--- src/rtl/bcd_7seg_scan5.sv ---
// Five-digit multiplexed 7-segment driver for the binary-to-BCD converter.
// A shadow register takes each converter result; the display copy only updates at frame wrap.
module bcd_7seg_scan5 #(
  parameter int SCAN_DIV       = 1000,
  parameter bit SEG_ACTIVE_LOW = 1'b0,
  parameter bit AN_ACTIVE_LOW  = 1'b0
) (
  input  logic       CLK,
  input  logic       RST,
  input  logic       fin,
  input  logic [3:0] bcd0,
  input  logic [3:0] bcd1,
  input  logic [3:0] bcd2,
  input  logic [3:0] bcd3,
  input  logic [3:0] bcd4,
  input  logic       blank_lz,
  output logic [6:0] seg,
  output logic [4:0] an,
  output logic       frame,
  output logic       pending
);

  localparam logic [15:0] DIV_LAST = 16'(SCAN_DIV - 1);
  localparam logic [6:0]  SEG_OFF  = SEG_ACTIVE_LOW ? 7'h7F : 7'h00;
  localparam logic [4:0]  AN_OFF   = AN_ACTIVE_LOW ? 5'h1F : 5'h00;

  logic [15:0] div_cnt;
  logic [2:0]  idx;
  logic [19:0] shadow;
  logic [19:0] disp;
  logic        blz_q;

  logic        tc;
  logic        wrap;
  logic [3:0]  cur_digit;
  logic        cur_blank;
  logic [6:0]  code;
  logic [4:0]  an_hot;

  function automatic logic [6:0] decode(input logic [3:0] d);
    logic [6:0] c;
    case (d)
      4'd0:    c = 7'h3F;
      4'd1:    c = 7'h06;
      4'd2:    c = 7'h5B;
      4'd3:    c = 7'h4F;
      4'd4:    c = 7'h66;
      4'd5:    c = 7'h6D;
      4'd6:    c = 7'h7D;
      4'd7:    c = 7'h07;
      4'd8:    c = 7'h7F;
      4'd9:    c = 7'h6F;
      default: c = 7'h40;
    endcase
    return c;
  endfunction

  // A digit is blanked only when it and every more-significant digit are zero,
  // so a dash (non-zero code) can never be blanked and digit 0 always shows.
  always_comb begin
    tc        = (div_cnt == DIV_LAST);
    wrap      = tc && (idx == 3'd4);
    cur_digit = 4'h0;
    cur_blank = 1'b0;
    an_hot    = 5'b00000;
    case (idx)
      3'd0: begin
        cur_digit = disp[3:0];
        an_hot    = 5'b00001;
      end
      3'd1: begin
        cur_digit = disp[7:4];
        cur_blank = blz_q && (disp[19:4] == 16'h0);
        an_hot    = 5'b00010;
      end
      3'd2: begin
        cur_digit = disp[11:8];
        cur_blank = blz_q && (disp[19:8] == 12'h0);
        an_hot    = 5'b00100;
      end
      3'd3: begin
        cur_digit = disp[15:12];
        cur_blank = blz_q && (disp[19:12] == 8'h0);
        an_hot    = 5'b01000;
      end
      3'd4: begin
        cur_digit = disp[19:16];
        cur_blank = blz_q && (disp[19:16] == 4'h0);
        an_hot    = 5'b10000;
      end
      default: ;
    endcase
    code = cur_blank ? 7'h00 : decode(cur_digit);
  end

  // fin is a one-cycle qualifier with no backpressure: bcd0..bcd4 are taken on
  // every cycle fin is high, and a later fin simply overwrites the shadow.
  always_ff @(posedge CLK) begin
    if (RST) begin
      div_cnt <= '0;
      idx     <= '0;
      shadow  <= '0;
      disp    <= '0;
      blz_q   <= 1'b0;
      pending <= 1'b0;
      frame   <= 1'b0;
      seg     <= SEG_OFF;
      an      <= AN_OFF;
    end else begin
      div_cnt <= tc ? '0 : div_cnt + 16'd1;
      if (tc) idx <= (idx == 3'd4) ? 3'd0 : idx + 3'd1;
      if (wrap) begin
        blz_q <= blank_lz;
        if (pending) disp <= shadow;
      end
      // Capture after transfer: a fin on the wrap cycle stays pending for the next frame.
      if (fin) begin
        shadow  <= {bcd4, bcd3, bcd2, bcd1, bcd0};
        pending <= 1'b1;
      end else if (wrap) begin
        pending <= 1'b0;
      end
      frame <= wrap;
      seg   <= code ^ {7{SEG_ACTIVE_LOW}};
      an    <= an_hot ^ {5{AN_ACTIVE_LOW}};
    end
  end

endmodule
--- config.mk ---
export PLATFORM = sky130hd
export DESIGN_NAME = bcd_7seg_scan5
export DESIGN_NICKNAME = d
export VERILOG_FILES = /design/src/rtl/bcd_7seg_scan5.sv
export SDC_FILE = /design/constraint.sdc
export NUM_CORES = 1
export LEC_CHECK = 0
export BUFFER_PORTS_ARGS = -buffer_cell sky130_fd_sc_hd__buf_4
export CAP_MARGIN = 20
export CORE_MARGIN = 3
export CORE_UTILIZATION = 39
export DETAILED_ROUTE_END_ITERATION = 6
export GPL_ROUTABILITY_DRIVEN = 1
export PLACE_DENSITY = 0.56
export SYNTH_ARGS = -nofsm -noshare
export SYNTH_HDL_FRONTEND = slang
export SYNTH_SLANG_ARGS = --single-unit
--- constraint.sdc ---
create_clock -name CLK -period 2.1 [get_ports CLK]
set_input_delay 0 -clock CLK [delete_from_list [all_inputs] [get_ports CLK]]
set_output_delay 0 -clock CLK [all_outputs]
set_load 0.02 [all_outputs]
### Word level (Yosys, flattened, before mapping)

Memories as Yosys holds them, arrays and structs flattened. A register that Yosys moved wholly into a read port is not among the register bits.
Cells that the tools add are included.

* add/subtract/negate cells: 2
* eq/ne operators: 5
* multiplexer cells: 6
* reduce and logical (&&, ||, !) cells: 14

Operator list (number)
* 5-bit case mux with 5 select lines: 1
* 4-bit case mux with 5 select lines: 1
* 16-bit by 1-bit adder with 16-bit output (second input constant): 1
* 16-bit by 10-bit equality test with 1-bit output (second input constant): 1
* 16-bit zero test: 1
* 12-bit zero test: 1
* 8-bit zero test: 1
* 3-bit by 2-bit equality test with 1-bit output (second input constant): 2
* 1-bit logical AND: 5
* 4-bit zero test: 1
* 1-bit case mux with 4 select lines: 1
* 2-bit OR reduction: 2
* 3-bit by 1-bit adder with 3-bit output (second input constant): 1
* 3-bit by 1-bit equality test with 1-bit output (second input constant): 1
* 3-bit equality test (second input constant): 1
* 3-bit zero test: 1
* 3-bit two-way mux: 1
* 1-bit two-way mux: 2
* 2-bit AND reduction: 1
* 2-bit nonzero test: 1

* register bits: 67
* bits in read-only memories: 112
* bits of input ports: 24
* output and inout bits: 14
* logic and storage cells: 36
* memories: 1

Memory list
* (name not given): depth 16, bits a word 7, read ports 1, clocked after memory_dff 1, wr ports 0, RTL line 42 `case (d)`

### Depth between registers and ports, before layout

Gate-level depths: netlist of the first run.

* depth after elaboration: 4
* mapped depth: 12
* mapped depth without buffers: 11

### Least setup slack after synthesis of the first run

No wires, ideal clock.

* path type: register to register
* from: reg idx[0]
* to: reg seg[5]
* library setup time: 0.086 ns
* arrival time: 2.280 ns
* data required time: 2.014 ns
* slack: -0.265 ns
* cell stages (with the launch flop): 11
* path buffers: 2
* clock period less this slack: 2.365 ns
* path through: dfxtp_1 inv_1 ha_1 buf_6 or4_4 buf_6 nand3_1 inv_1 ha_1 mux2_2 a211oi_1

* cells in the longest elaborated chain, start to end: 3
* elaborated cells on any way between the ends: 8
* classes of those cells: eq/ne (4); mux (2); reduce/logical (2)

RTL lines
* from (decl): RTL line 28 `logic [2:0] idx;`
* from (signal assigned): RTL line 111 `if (tc) idx <= (idx == 3'd4) ? 3'd0 : idx + 3'd1;`
* 3-bit equality test (tied with other cells): RTL line 66 `case (idx)`
* 1-bit case mux with 4 select lines: RTL line 66
* 2-bit OR reduction (no line)
* to (decl): RTL line 17 `output logic [6:0] seg,`

Parallel ways exist; a longest one is shown, timed or not.
A chain may end at the register's enable or synchronous reset.

### Worst setup path in the final report of the first run

Same ends and word-level chain as after synthesis.

==> results of run 1 <==
-- worst paths after layout --
kind	startpoint	cells after the start	end	slack, ns
min reg2reg	div_cnt[0]	1	div_cnt[0]	0.48
min	fin	3	pending	0.09
max	idx[0]	8	seg[5]	0.04
max reg2reg	idx[0]	8	seg[5]	0.04
-- state kept, by name, summed over array words and instances, names as in the netlist --
name and flops:
disp 20, pending 1, div_cnt 16, blz_q 1, seg 7, an 5
idx 3, frame 1, shadow 20
-- power by group --
part	leakage (nW)	total (mW)	switching (mW)	internal, mW
clock network	0.113	1.18	0.516	0.669
logic	1.05	0.191	0.0838	0.107
registers	0.605	1.46	0.0211	1.44
-- cell families (layout without fill, tap and decap cells) --
logic type / Yosys count / after routing / synth area share (%)
adder cells (fa/ha/maj): 13 / 13 / 5.04
AND/OR/NAND/NOR: 125 / 125 / 18.9
XOR/XNOR: 14 / 14 / 3.80
buffers and inverters: 31 / 115 / 4.84
flip-flops: 74 / 74 / 45.9
multiplexers: 42 / 42 / 13.1
AO/OA/AOI/OAI: 40 / 40 / 8.49
-- stage by stage --
step	setup slack [ns]	power (mW)	cells	hold WS, ns	utilization (%)
3_3_place_gp	0.0369	1.64	480	0.233	47.9
5_1_grt	-0.0324	2.96	525	0.126	55.0
2_1_floorplan	0.00192	1.58	339	0.140	-
4_1_cts	-0.0117	2.89	523	0.0747	54.5
6_report	0.0367	2.83	525	0.0946	55.0
3_5_place_dp	-0.0263	1.65	480	0.241	47.9
-- worst max-delay path, delay by kind of cell, from the launching register on --
family	cells	cell delay [ns]
adders and majority gates	2	0.32
DFF	1	0.39
muxes	1	0.27
and+or+nand+nor	2	0.73
AOI/OAI and AO/OA	1	0.17
buffers and inverters	2	0.11
-- cell type report --
type,instances,area (µm²),share of cell area (%)
multi-input combinational,234,1720,39.7
inverter,12,55.1,1.27
timing repair buffer,87,728,16.8
sequential,74,1490,34.3
clock buffer,9,124,2.86
clock inverter,7,92.6,2.14
tap,102,128,2.94
-- metal layers --
metal | vias to the layer above | GRT usage, % | wire length, µm
met2 | 46 | 24.3 | 3350
met1 | 1222 | 20.9 | 3320
met5 | - | 0 | 0
met3 | 9 | 4.33 | 298
li1 | 1340 | - | -
met4 | 0 | 6.59 | 100
-- cells in the final DEF (no fill, tap or decap), types with 4 or more instances in the layout --
| cell | n |
|---|---|
| nor2_1 | 65 |
| clkbuf_8 | 9 |
| a22oi_1 | 4 |
| inv_4 | 4 |
| nand4_1 | 5 |
| xnor2_1 | 7 |
| ha_4 | 5 |
| dfxtp_1 | 72 |
| nor4_1 | 6 |
| a21oi_1 | 13 |
| xor2_1 | 7 |
| buf_4 | 61 |
| ha_1 | 5 |
| nor3_1 | 6 |
| nand3_1 | 11 |
| inv_1 | 7 |
| nand2_1 | 9 |
| mux2i_1 | 41 |
| dlygate4sd3_1 | 25 |
-- repair_timing --
item | CTS | global route
setup endpoints to repair | 3 | 8
gates resized for setup | 10 | 10
setup buffers | 3 | 2
endpoints found under the hold margin | 29 | 0
pin swaps | 6 | 9
hold buffers | 25 | 0
==> flow_metrics.tcl, run 1 <==
set metrics [dict create \
    status "finished clean" \
    grt_pass1_wl_um 12300 \
    maxCapViolations 0 \
    arrival_ns 2.32 \
    grt_max_degree 35 \
    grt_use_total_pct 15.8 \
    ant_nets 0 \
    die_h_um 97.0 \
    clock_latency_ns 0.34 \
    vias 2617 \
    drc 0 \
    cpPeakStageDelay_ns 0.57 \
    synth_area_leaders "dfxtp_1 46%, mux2i_1 13%, nor2_1 7.7%, ha_1 5.0%, a21oi_1 2.2%" \
    area_growth_syn_to_layout_pct 34.3 \
    avgSynthCellArea_um2 9.52 \
    p_leak_nw 1.77 \
    crit_fanout 6 \
    power_density_mw_per_mm2 653 \
    synth.distinct_cells 46 \
    setup_viol 0 \
    hold_viol 0 \
    cts_tree "done" \
    io_pins 38 \
    max_slew.worst_pin.slew_ns 0.429 \
    synth_commonest_cells "74 x dfxtp_1, 66 x nor2_1, 41 x mux2i_1" \
    fmax_ghz 0.485 \
    postLayoutCellArea_mm2 0.00434 \
    cp_slowest_cell "or4_4" \
    start_util_pct 40.9 \
    post_dp_cell_area_mm2 0.00378 \
    h-tree-depth 3 \
    first_global_vias 2567 \
    cts_made_buffers 9 \
    netlist_area_mm2 0.00323 \
    worstPathCellList "inv_4 > ha_4 > or4_4 > nand3_4 > inv_4 > ha_4 > mux2_4 > a211oi_2" \
    endpoint_kind "register" \
    dieArea_mm2 0.00941 \
    period_share_pct 98.3 \
    synthMostInstantiatedCell "dfxtp_1" \
    fillers 728 \
    drv_slew 0 \
    ys_warn_count 0 \
    drt-initial-drc-count 80 \
    vias_per_cell 4.98 \
    synth.top_cell.area_share_pct 45.9 \
    finalSetupTns_ns 0 \
    max_slew_margin_pct 71.4 \
    dp_hpwl_um 4940 \
    io_buffers 37 \
    grt-ovfl-total 0 \
    start_kind "register" \
    place_congestion 0.846 \
    routed_wl_um 7070 \
    synth-main-ff-cell "dfxtp_1" \
    vdd_drop_max_mv 0.328 \
    hold_path_class "input pin to register" \
    numClockSinks 74 \
    async_reset_ff_share_pct 0 \
    crit_required_ns 2.36 \
    synth_edf_count 0 \
    core_area_mm2 0.00789 \
    wl_per_cell_um 13.5 \
    worst-setup-path-type "register to register" \
    yosysSeqAreaShare_pct 45.9 \
    finalClockSkew_ns 0.00918 \
    firstDrtPassIters 4 \
    die_w_um 97.0 \
    post_route_cells_drive_above_1_share_pct 26.2 \
    clk_pin_slew_ns 0.07 \
    synth_top_area_cell "dfxtp_1" \
    rsz0062_at_grt "true" \
    n_antenna_cell 0 \
    antenna_found_initial 0 \
    cts_buffer_depth 2 \
    fin_crit_ns 2.06 \
    root_buffer "clkbuf_8" \
    rows 32 \
    synth-seq-cells 74 \
    nets 455 \
    syn_nets 376 \
    synthCells 339 \
]
Power figures use the tool's default switching activity.
==> run 2, diff against run 1 <==
PLACE_DENSITY = 0.7   (was 0.56)
SETUP_SLACK_MARGIN = 0.3   (was default)
==> run 2 against run 1 <==
Compared with the run above:
- worst hold slack worse by 0.041 ns
- core utilization up 3.1 points
- count of clock-buffer cells in the layout increased by 1
- cell area up 5.7%
- clock skew about the same
- total power decreased by 0.16%
- sequential power barely moved
- combinational power grew 9%
- clock power hardly changed
- largest power group unchanged
- highest routed layer unchanged
==> flow_metrics.tcl, run 2 (synthesized netlist as in run 1, its figures left out) <==
set metrics [dict create \
    r2r_slack_ns 0.05 \
    whs_ns 0.0534 \
    vias_per_cell 5.13 \
    root_buffer "clkbuf_8" \
    core_area_mm2 0.00789 \
    worst-setup-path-type "register to register" \
    grt_max_degree 33 \
    firstDrtPassIters 4 \
    vdd_drop_max_mv 0.280 \
    endpoint_kind "register" \
    maxCapViolations 0 \
    nets 470 \
    layout_common_cells "69 x buf_4, 68 x dfxtp_1, 65 x nor2_1, 41 x mux2i_1, 28 x dlygate4sd3_1" \
    clock_latency_ns 0.36 \
    max_slew_margin_pct 74.7 \
    drv_slew 0 \
    postLayoutCellArea_mm2 0.00458 \
    post-place-ws_ns 0.0168 \
    p_leak_nw 1.87 \
    crit_fanout 5 \
    place_congestion 0.894 \
    first_global_vias 2611 \
    max_slew.worst_pin.slew_ns 0.377 \
    routed_wl_um 7730 \
    hold_viol 0 \
    arrival_ns 2.36 \
    fmax_ghz 0.488 \
    fin_crit_ns 2.05 \
    final_common_cell "buf_4" \
    post_route_cells_drive_above_1_share_pct 30.8 \
    finalClockSkew_ns 0.00963 \
    rsz0062_at_grt "true" \
    h-tree-depth 3 \
    setup_ws_ns 0.0498 \
    hold_path_class "input pin to register" \
    n_antenna_cell 0 \
    start_util_pct 40.9 \
    grt-ovfl-total 0 \
    cts_made_buffers 9 \
    wl_per_cell_um 14.3 \
    grt_pass1_wl_um 12600 \
    rows 32 \
    status "finished clean" \
    io_pins 38 \
    io_buffers 37 \
    start_kind "register" \
    antenna_found_initial 0 \
    clk_pin_slew_ns 0.08 \
    power_density_mw_per_mm2 617 \
    utilization_pct 58.1 \
    drt-initial-drc-count 113 \
    cts_buffer_depth 2 \
    ant_nets 0 \
    drc 0 \
    die_w_um 97.0 \
    cts_tree "done" \
    period_share_pct 97.6 \
    numClockSinks 74 \
    grt_use_total_pct 16.6 \
    min-delay-start "fin" \
    crit_required_ns 2.40 \
    die_h_um 97.0 \
    dieArea_mm2 0.00941 \
    dp_hpwl_um 4650 \
    area_growth_syn_to_layout_pct 41.9 \
    post_dp_cell_area_mm2 0.00376 \
    setup_viol 0 \
    reg_top3 "disp (20), shadow (20), div_cnt (16)" \
    cp-startpoint "idx[1]" \
    finalSetupTns_ns 0 \
    vias 2769 \
    reg2reg_from "idx[1]" \
]
run 2: cell count changes in the layout (fill, tap and decap cells not counted), moves of 2 or more:
cell / before / now
buf_6: 0 / 2
dfxtp_1: 72 / 68
buf_4: 61 / 69
dfxtp_2: 0 / 3
nor4_2: 0 / 2
dlygate4sd3_1: 25 / 28
clkinv_2: 3 / 0
nor4_1: 6 / 3
ha_4: 5 / 7
buf_16: 0 / 2
run 2: cell type report:
| class | instances | area, µm² |
|---|---|---|
| fillers | 641 | 3310 |
| multi-input cells | 234 | 1800 |
| flip-flops and latches | 74 | 1500 |
| repair buffers | 102 | 896 |
| clock buffers | 10 | 138 |
| well taps | 102 | 128 |
| clock inverters | 6 | 72.6 |
| inverters | 12 | 55.1 |
run 2: critical path, stage by stage, from the launching register on:
cell,delay (ns)
dfxtp_4,0.39
inv_4,0.05
ha_4,0.17
a222oi_1,0.42
o21ai_2,0.14
nand3_4,0.17
ha_4,0.14
inv_1,0.04
or3b_4,0.37
a21oi_2,0.11
run 2: timing repair:
item | CTS | global route
hold buffers | 28 | 0
pin swaps | 10 | 8
cloned | 2 | 0
buffers inserted | 11 | 6
hold endpoints to repair | 30 | 0
endpoints found under the setup margin | 27 | 29
resized for setup | 24 | 14
run 2: per-layer routing:
layer	vias to the layer above	GRT usage [%]	wire [µm]	share of wire (%)
li1	1362	-	-	-
met1	1321	20.7	3540	46
met2	67	26.0	3650	47
met3	19	5.19	337	4.4
met4	0	7.56	204	2.6
met5	-	0	0	0
run 2: final timing paths:
path | endpoint | depth (start not counted)
max reg2reg | seg[4] | 9
max | seg[4] | 9
min reg2reg | blz_q | 2
min | pending | 3
run 2: stage by stage:
stage	total power [mW]	cells
after floorplan	1.58	339
after global placement	1.64	477
after detailed placement	1.64	477
after CTS	2.84	534
after global routing	2.94	540
final	2.83	540
run 2: where the power goes:
part           total (mW)  switching [mW]  internal, mW
clock network        1.16           0.568         0.593
registers            1.46          0.0230          1.44
logic               0.208          0.0897         0.119
total                2.83           0.681          2.15
